==> config.mk <==
export PLATFORM = sky130hd
export DESIGN_NAME = alu_core
export DESIGN_NICKNAME = d
export VERILOG_FILES = /design/src/rtl/alu_core.sv
export SDC_FILE = /design/constraint.sdc
export NUM_CORES = 1
export LEC_CHECK = 0
export CAP_MARGIN = 20
export CORE_MARGIN = 3
export CORE_UTILIZATION = 45
export CTS_CLUSTER_SIZE = 16
export DETAILED_ROUTE_END_ITERATION = 16
export PLACE_DENSITY = 0.76
export SYNTH_ARGS = -nofsm -noshare
export SYNTH_HDL_FRONTEND = slang
export SYNTH_SLANG_ARGS = --single-unit
==> constraint.sdc <==
create_clock -name clk -period 1.2 [get_ports clk]
set_input_delay 0.24 -clock clk [delete_from_list [all_inputs] [get_ports clk]]
set_output_delay 0.24 -clock clk [all_outputs]
set_load 0.05 [all_outputs]
==> src/rtl/alu_core.sv <==
// -----------------------------------------------------------------------------
// alu_core
//   Registered, handshaked two-operand bitwise logic ALU.
//   A command (mode, op_a, op_b, a, b) is taken when in_valid && in_ready.
//   It is decoded at acceptance and travels through PIPE_DEPTH valid-tagged
//   stages to the output. Commands with alu_enable = 0 are consumed but
//   produce no output beat. A sticky interrupt is raised whenever a beat
//   with a zero result or an error transfers downstream.
//
//   PIPE_DEPTH must be 1 or 2.
//
// Ports
//   clk        system clock, rising edge
//   rst_n      asynchronous active-low reset
//   in_valid   command valid
//   in_ready   core can accept a command this cycle
//   mode       {enable_a, enable_b, alu_enable}
//   op_a       A-group op: 00 AND, 01 NAND, 10 OR, 11 XOR
//   op_b       B-group op: 00 XNOR, 01 AND, 10 NOR, 11 OR
//   a, b       operands
//   out_valid  result valid
//   out_ready  downstream accepts result
//   result     computed value
//   err        illegal-mode flag, qualified by out_valid
//   irq        sticky interrupt
//   irq_clr    clears irq (set wins on the same edge)
// -----------------------------------------------------------------------------
module alu_core #(
    parameter int DATA_W     = 8,
    parameter int PIPE_DEPTH = 2
) (
    input  logic              clk,
    input  logic              rst_n,
    input  logic              in_valid,
    output logic              in_ready,
    input  logic [2:0]        mode,
    input  logic [1:0]        op_a,
    input  logic [1:0]        op_b,
    input  logic [DATA_W-1:0] a,
    input  logic [DATA_W-1:0] b,
    output logic              out_valid,
    input  logic              out_ready,
    output logic [DATA_W-1:0] result,
    output logic              err,
    output logic              irq,
    input  logic              irq_clr
);

    localparam int LAST = PIPE_DEPTH - 1;

    logic [PIPE_DEPTH-1:0] valid_q;
    logic [DATA_W-1:0]     res_q [PIPE_DEPTH];
    logic                  err_q [PIPE_DEPTH];

    // take[i]: stage i may load this cycle (it is empty or it is advancing).
    logic [PIPE_DEPTH-1:0] take;

    // Holds in_ready low until the first edge after reset release.
    logic                  run_q;

    logic                  irq_q;
    logic                  irq_d;

    logic [DATA_W-1:0]     dec_res;
    logic                  dec_err;
    logic                  xfer;

    // A stage can load if out_ready is high or any stage from it to the
    // output is empty; this is the unrolled "empty or next advancing" chain.
    // It depends only on valid bits and out_ready, never on in_valid.
    genvar gi;
    generate
        for (gi = 0; gi < PIPE_DEPTH; gi++) begin : g_take
            assign take[gi] = out_ready || !(&valid_q[PIPE_DEPTH-1:gi]);
        end
    endgenerate

    assign in_ready = run_q && take[0];

    // Mode / op decode at acceptance.
    always_comb begin
        dec_res = '0;
        dec_err = 1'b0;
        case (mode)
            3'b101: begin
                case (op_a)
                    2'b00:   dec_res = a & b;
                    2'b01:   dec_res = ~(a & b);
                    2'b10:   dec_res = a | b;
                    default: dec_res = a ^ b;
                endcase
            end
            3'b011: begin
                case (op_b)
                    2'b00:   dec_res = ~(a ^ b);
                    2'b01:   dec_res = a & b;
                    2'b10:   dec_res = ~(a | b);
                    default: dec_res = a | b;
                endcase
            end
            // 111 and 001 are illegal; alu_enable = 0 modes never load a beat.
            default: dec_err = 1'b1;
        endcase
    end

    always_ff @(posedge clk or negedge rst_n) begin
        if (!rst_n) begin
            run_q <= 1'b0;
        end else begin
            run_q <= 1'b1;
        end
    end

    always_ff @(posedge clk or negedge rst_n) begin
        if (!rst_n) begin
            valid_q <= '0;
            for (int i = 0; i < PIPE_DEPTH; i++) begin
                res_q[i] <= '0;
                err_q[i] <= 1'b0;
            end
        end else begin
            // Stage 0: dropped commands are consumed but leave the stage empty.
            if (in_ready) begin
                valid_q[0] <= in_valid && mode[0];
                if (in_valid && mode[0]) begin
                    res_q[0] <= dec_res;
                    err_q[0] <= dec_err;
                end
            end
            // Later stages: payload only moves with a valid beat, so an empty
            // output stage keeps its last result/err.
            for (int i = 1; i < PIPE_DEPTH; i++) begin
                if (take[i]) begin
                    valid_q[i] <= valid_q[i-1];
                    if (valid_q[i-1]) begin
                        res_q[i] <= res_q[i-1];
                        err_q[i] <= err_q[i-1];
                    end
                end
            end
        end
    end

    assign out_valid = valid_q[LAST];
    assign result    = res_q[LAST];
    assign err       = err_q[LAST];

    assign xfer = valid_q[LAST] && out_ready;

    // Set has priority over clear.
    always_comb begin
        irq_d = irq_q;
        if (irq_clr) begin
            irq_d = 1'b0;
        end
        if (xfer && ((res_q[LAST] == '0) || err_q[LAST])) begin
            irq_d = 1'b1;
        end
    end

    always_ff @(posedge clk or negedge rst_n) begin
        if (!rst_n) begin
            irq_q <= 1'b0;
        end else begin
            irq_q <= irq_d;
        end
    end

    assign irq = irq_q;

endmodule

==> impl_metrics.py <==
metrics = {
    "worst_setup_path": {
        "cp_top_family": "flip-flops",
        "maximum_net_fanout_on_the_critical_path": 2,
        "path_buf_inv": 2,
        "worst-r2r-cell-count": 4,
        "worstPathRequired_ns": 0.96,
        "cp_cell_sequence": "nand3b_1 > nand2_1 > inv_2 > buf_12",
        "timing.reg2reg.setup_slack_ns": -0.04,
        "crit_path_end": "in_ready",
        "setup.worst_path.end_class": "output port",
        "critical_path_arrival_ns": 1.05,
        "crit_path_max_incr_delay_ns": 0.41,
        "nature_of_the_critical_path_startpoint": "register",
        "r2r-start": "valid_q[1]",
        "worst_setup_path_startpoint": "valid_q[1]",
        "timing.setup.critical_path_class": "reg -> out",
        "critical_path.slowest_cell": "sky130_fd_sc_hd__dfrtp_2",
        "timing.critical_path.depth": 4,
        "worst_r2r_dst": "res_q[14]",
    },
    "clock_network": {
        "tritoncts_clock_tree": "done",
        "inserted_clock_buffers": 3,
        "cts.root.buffer_cell": "sky130_fd_sc_hd__clkbuf_8",
        "count_of_h_tree_levels_built_during_cts": 1,
        "ctsHoldBuffers": 0,
        "path_clk_slew_ns": 0.07,
        "clock_sink_count": 22,
        "cts.path.max_buffers": 2,
        "worstSkewPairLatency_ns": 0.25,
    },
    "power": {
        "total_power_consumption_of_the_routed_design_uw": 3530,
        "peakVddDrop_uv": 554,
        "power_per_cell_area_mw_per_mm2": 1410,
        "cellLeakagePower_uw": 0.00114,
    },
    "timing": {
        "fin_crit_sh_pct": 107,
        "clock.fmax_mhz": 778,
        "layout_min_cycle_time_ns": 1.29,
        "totalNegativeSetupSlack_ns": -0.211,
        "timing.final.max_slew_violations": 0,
        "postLayoutSetupSlackWorst_ns": -0.0851,
        "fin_worst_skew_ns": 0.00115,
        "final-hold-violation-count": 0,
        "report.final.setup_viol": 3,
        "rsz0062_at_grt": "yes",
    },
    "yosys": {
        "number_of_synthesized_register_bits": 22,
        "yosys_warnings": 0,
        "async_flop_share_pct": 100,
        "number_of_synthesized_flops_with_an_enable_pin": 0,
        "synth.avg_cell_area_sq_um": 9.06,
        "syn-instance-count": 190,
        "synth.distinct_cells": 36,
        "synth.cell_area_sq_mm": 0.00172,
        "ys_dominant_reg_cell": "sky130_fd_sc_hd__dfrtp_1",
        "postSynthNetCount": 234,
        "synth_seq_area_share_pct": 32.0,
    },
    "detailed_routing": {
        "firstDrtPassIters": 4,
        "avgViaCountPerCell": 5.31,
        "wirelength_mm": 3.78,
        "routed-via-count": 1493,
        "drt_drc_violations_left": 0,
        "route.antenna.remaining_nets": 0,
        "number_of_drc_violations_after_detailed_routing_iteration_0": 60,
        "routed_wire_length_per_instance_um": 13.4,
    },
    "min_path": {
        "hold_class": "in -> async",
    },
    "place": {
        "dp.cells": 273,
        "gp_routability_congestion": 0.845,
        "place.port_buffers": 39,
        "hpwl_mm": 2.81,
    },
    "cells_and_area": {
        "syn_to_final_growth_pct": 45.7,
        "insertedDiodeCount": 0,
        "layout.nets": 280,
        "mostFrequentLayoutCell": "sky130_fd_sc_hd__dlygate4sd2_1",
        "final_cells": 281,
        "post_route_cells_drive_above_1_share_pct": 27.7,
        "layout.cells.most_common_list": "sky130_fd_sc_hd__dlygate4sd2_1, sky130_fd_sc_hd__dfrtp_1, sky130_fd_sc_hd__buf_12",
    },
    "floorplan": {
        "chipWidth_um": 67.9,
        "ports_placed_on_the_boundary": 40,
        "die_h_um": 67.9,
        "dieArea_sq_mm": 0.00460,
        "initial_utilization_pct": 49.3,
        "core_area_sq_mm": 0.00349,
        "rows": 21,
    },
    "status": {
        "violations": "negative setup slack",
        "status": "finished, violations left",
    },
    "flow_run": {
        "cap_viol_max_count": 0,
    },
    "global_routing": {
        "gr-total-overflow": 0,
        "grt_pass1_vias": 1465,
        "first_pass_grt_wire_length_mm": 6.67,
        "global_route.usage.total_pct": 18.8,
        "largest_net_degree_at_the_start_of_global_routing": 23,
        "number_of_antenna_violations_at_the_first_check_in_global_routing": 0,
    },
}
==> how the worst min path moves through the flow <==
stage                endpoint  slack, ns  cells after the start
floorplan                 err      -0.06                      0
global placement    result[7]       0.47                      1
detailed placement  result[7]       0.49                      1
CTS                 result[1]       0.33                      2
global route              irq       0.34                      2
finish              result[4]       0.33                      2
==> where the power goes <==
group	internal (uW)	switching, uW
registers	947	250
logic	930	890
clock network	292	220
==> cell families (layout without fill, tap and decap cells) <==
logic type | count (synthesis) | after routing | share of synthesized area (%)
flops | 22 | 22 | 32.0
fa+ha+maj | 16 | 16 | 11.6
buf+inv | 41 | 86 | 12.8
compound gates | 49 | 49 | 19.2
simple gates | 39 | 39 | 11.7
mux | 9 | 9 | 5.89
xor+xnor | 13 | 13 | 6.61
other cells | 1 | 1 | 0.218
==> sequential cells by signal, indices dropped and copies added, names as in the netlist <==
| register | count |
|---|---|
| result | 8 |
| err | 1 |
| res_q | 8 |
| irq | 1 |
| valid_q | 2 |
| run_q | 1 |
| err_q | 1 |
==> final cells by class <==
class | instances | area, sq um
clock buffer | 4 | 55.1
fill | 263 | 986
inverter | 22 | 82.6
multi-input combinational | 127 | 1080
sequential | 22 | 552
tap | 46 | 57.6
timing repair buffer | 60 | 684
==> through the flow <==
| step | worst slack [ns] | utilization [%] | area [sq um] | hold slack, ns |
|---|---|---|---|---|
| 2_1_floorplan | -0.198 | - | 1730 | -0.0556 |
| 3_3_place_gp | -0.489 | 66.6 | 2330 | 0.469 |
| 3_5_place_dp | -0.526 | 66.6 | 2330 | 0.487 |
| 4_1_cts | -0.0975 | 71.0 | 2480 | 0.333 |
| 5_1_grt | -0.167 | 71.8 | 2510 | 0.343 |
| 6_report | -0.0851 | 71.8 | 2510 | 0.326 |
==> cells in the mapped netlist, drive strengths merged, types with 3 or more instances <==
| master | n | area, sq um |
|---|---|---|
| a21oi | 6 | 30.0 |
| a31oi | 8 | 50.1 |
| xor2 | 7 | 61.3 |
| nand2 | 14 | 52.6 |
| o21ai | 14 | 73.8 |
| o221ai | 4 | 35.0 |
| buf | 18 | 134 |
| xnor2 | 6 | 52.6 |
| o2bb2ai | 4 | 35.0 |
| dfrtp | 22 | 551 |
| a2bb2oi | 3 | 26.3 |
| a32oi | 3 | 26.3 |
| o211ai | 4 | 30.0 |
| nor2 | 13 | 48.8 |
| mux2 | 9 | 101 |
| ha | 16 | 200 |
| inv | 22 | 82.6 |
==> timing repair <==
action,CTS,global route
setup buffers,2,1
cloned,1,0
gates resized for setup,50,3
endpoints found under the setup margin,21,13
pin swaps,19,0
==> routing by layer <==
| metal | routed length (um) | vias to the layer above | track usage, % |
|---|---|---|---|
| met5 | 0 | - | 0 |
| met4 | 17 | 0 | 4.47 |
| met3 | 177 | 2 | 2.30 |
| met2 | 1910 | 40 | 33.5 |
| met1 | 1670 | 709 | 24.2 |
| li1 | - | 742 | - |
Power figures use the tool's default switching activity.
==> edit (same settings) <==
Put a register stage on the output `err`, without a reset. The value now appears one clock later. The other outputs are not delayed to match.
--- a/src/rtl/alu_core.sv
+++ b/src/rtl/alu_core.sv
@@ -143,7 +143,9 @@
 
     assign out_valid = valid_q[LAST];
     assign result    = res_q[LAST];
-    assign err       = err_q[LAST];
+    always_ff @(posedge clk) begin
+        err <= err_q[LAST];
+    end
 
     assign xfer = valid_q[LAST] && out_ready;
 
Behaviour: not the same (Yosys sat finds a counterexample within 4 cycles, from zero or initial values and one cycle with rst_n low).
==> edit against the original RTL <==
The run still ends with setup timing left. Sequential cell count rose by 1. Largest power group unchanged. Synthesized area rose by 1.2%. Power rose by 1.8%. Largest cell class unchanged. Critical path type unchanged. Cell area rose by 2.2%. Synthesized cell count rose by 0.53%. Global-route usage fell by 0.67 points. First-iteration DRC count fell by 27%. Hold slack got worse by 0.033 ns. Setup slack got worse by 0.047 ns. Routed wire length rose by 3.9%. Critical endpoint unchanged.
==> edit: results (changes against the original RTL) <==
Timing
  – Worst setup margin: -0.1324 ns (-0.04728 ns)
  – Worst Skew: 0.003451 ns (+0.002304 ns)
  – Endpoints failing setup: 11 (+8)

GRT
  – Largest net degree at the start of global routing: 23 (unchanged)
  – Gr usage total: 18.15% (-0.67 points)
  – Initial antenna violation count: 0 (unchanged)
  – Global-route wire length before repair: 6492 um (-2.6%)
  – Number of global-route vias before repair: 1460 (-0.34%)

Worst setup path
  – CP max stage delay: around 0.40 ns
  – Crit-path leading delay family: flip-flops
  – Slowest-stage cell, CP: dfrtp_2
  – WP data arrival: 1.09 ns (+0.04 ns)
  – Crit-path max FO: 2 (unchanged)

Clock network
  – Clock transition at path regs: 0.07 ns (about the same)
  – CTS root buffer: clkbuf_8
  – CTS Buf Count: 3 (unchanged)
  – H-Tree Depth: 1 (unchanged)

Logic synthesis
  – Area contributors post-synth: dfrtp_1, ha_1, inv_1
  – Primary FF master, synth: dfrtp_1
  – Yosys cell types: 37 (+2.8%)
  – Mean Syn Cell Area: 9.119 um^2 (+0.63%)
  – YS warnings: 0 (unchanged)
  – Post-synth top cells: dfrtp_1, inv_1, ha_1, nand2_1, nor2_1
  – Post-synth ARST share: 95.65% (-4.3 points)
  – Post-synth net total: 235 (+0.43%)
  – Seq/Total Area, Yosys: 32.76% (+0.78 points)

Worst hold path
  – Hold Path Class: in -> reg

Placement
  – Inst Count DP: 275 (+0.73%)
  – Port bufs: 39 (unchanged)
  – Placer Congestion: 0.8100 (-4.1%)
  – Post-DP HPWL: 2816 um (+0.31%)

Route
  – Vias per cell: 5.271 (-0.79%)
  – WL/cell: 13.81 um (+2.8%)
  – DRT iter0 DRCs: 44 (-27%)
  – WL final: 3921 um (+3.9%)
  – Initial DRT Pass Iterations: 4 (unchanged)

Status
  – Failing checks: setup timing
  – Run status: finished with violations

Power and ir drop
  – Peak supply drop: 0.7162 mV (+29%)
  – Leakage power: 1.181 nW (+3.4%)

Final layout
  – Share of cells above drive strength 1: 30.25% (+2.6 points)
  – ANT cells: 0 (unchanged)
## edit: cell type report
type	instances	area, um^2
Clock buffer	4	45.04
Sequential cell	23	571.8
Multi-Input combinational cell	128	1109
Tap cell	46	57.56
Inverter	22	82.58
Timing Repair Buffer	61	698.2
Fill cell	270	957.2
## edit: cells by family after synthesis
logic type               Yosys count  synth area share (%)
buffers and inverters             41                 12.64
XOR/XNOR                          13                 6.537
multiplexers                       9                 5.819
flip-flops                        23                 32.76
adder cells (fa/ha/maj)           16                 11.49
AND/OR/NAND/NOR                   39                 11.57
AO/OA/AOI/OAI                     49                 18.97
other                              1                0.2153
## edit: final timing paths
kind	start	to	slack, ns	cells past startpoint
max in group asynchronous	rst_n	valid_q[1]$_DFFE_PN0N_	0.72	2
setup / recovery	valid_q[1]$_DFFE_PN0N_	in_ready	-0.13	4
min in group asynchronous	rst_n	result[5]$_DFFE_PN0P_	0.33	2
setup reg to reg	valid_q[1]$_DFFE_PN0N_	res_q[14]$_DFFE_PN0P_	-0.08	4
hold / removal	mode[0]	err_q[1]$_DFFE_PN0P_	0.29	2
hold reg to reg	err_q[0]$_DFFE_PN0P_	err$_DFF_P_	0.42	0
## edit: metrics by stage
stage / TNS [ns] / cell area, um^2 / setup WS, ns
4_1_cts: -0.2934 / 2511 / -0.1039
3_5_place_dp: -7.362 / 2354 / -0.5192
3_3_place_gp: -7.001 / 2354 / -0.4997
2_1_floorplan: -1.181 / 1754 / -0.1977
6_report: -0.4629 / 2564 / -0.1324
5_1_grt: -1.012 / 2564 / -0.1741
## edit: power breakdown
| group | internal, W | total (W) | leakage [nW] | switching (W) |
|---|---|---|---|---|
| clock | 0.000237 | 0.000467 | 0.0228 | 0.000230 |
| sequential | 0.000994 | 0.00123 | 0.264 | 0.000233 |
| combinational | 0.000996 | 0.00190 | 0.895 | 0.000904 |
## edit: layer usage
layer / vias to the layer above / track usage [%] / part of all wire, %
li1: 752 / - / -
met1: 699 / 22.63 / 43
met2: 44 / 32.97 / 52
met3: 2 / 1.970 / 4.7
met4: 0 / 4.715 / 0.54
met5: - / 0 / 0
## edit: repair_timing
action | CTS | global route
setup buffers | 2 | 1
pin swaps | 21 | 3
endpoints found under the setup margin | 21 | 16
resized for setup | 53 | 14
gates cloned | 3 | 0
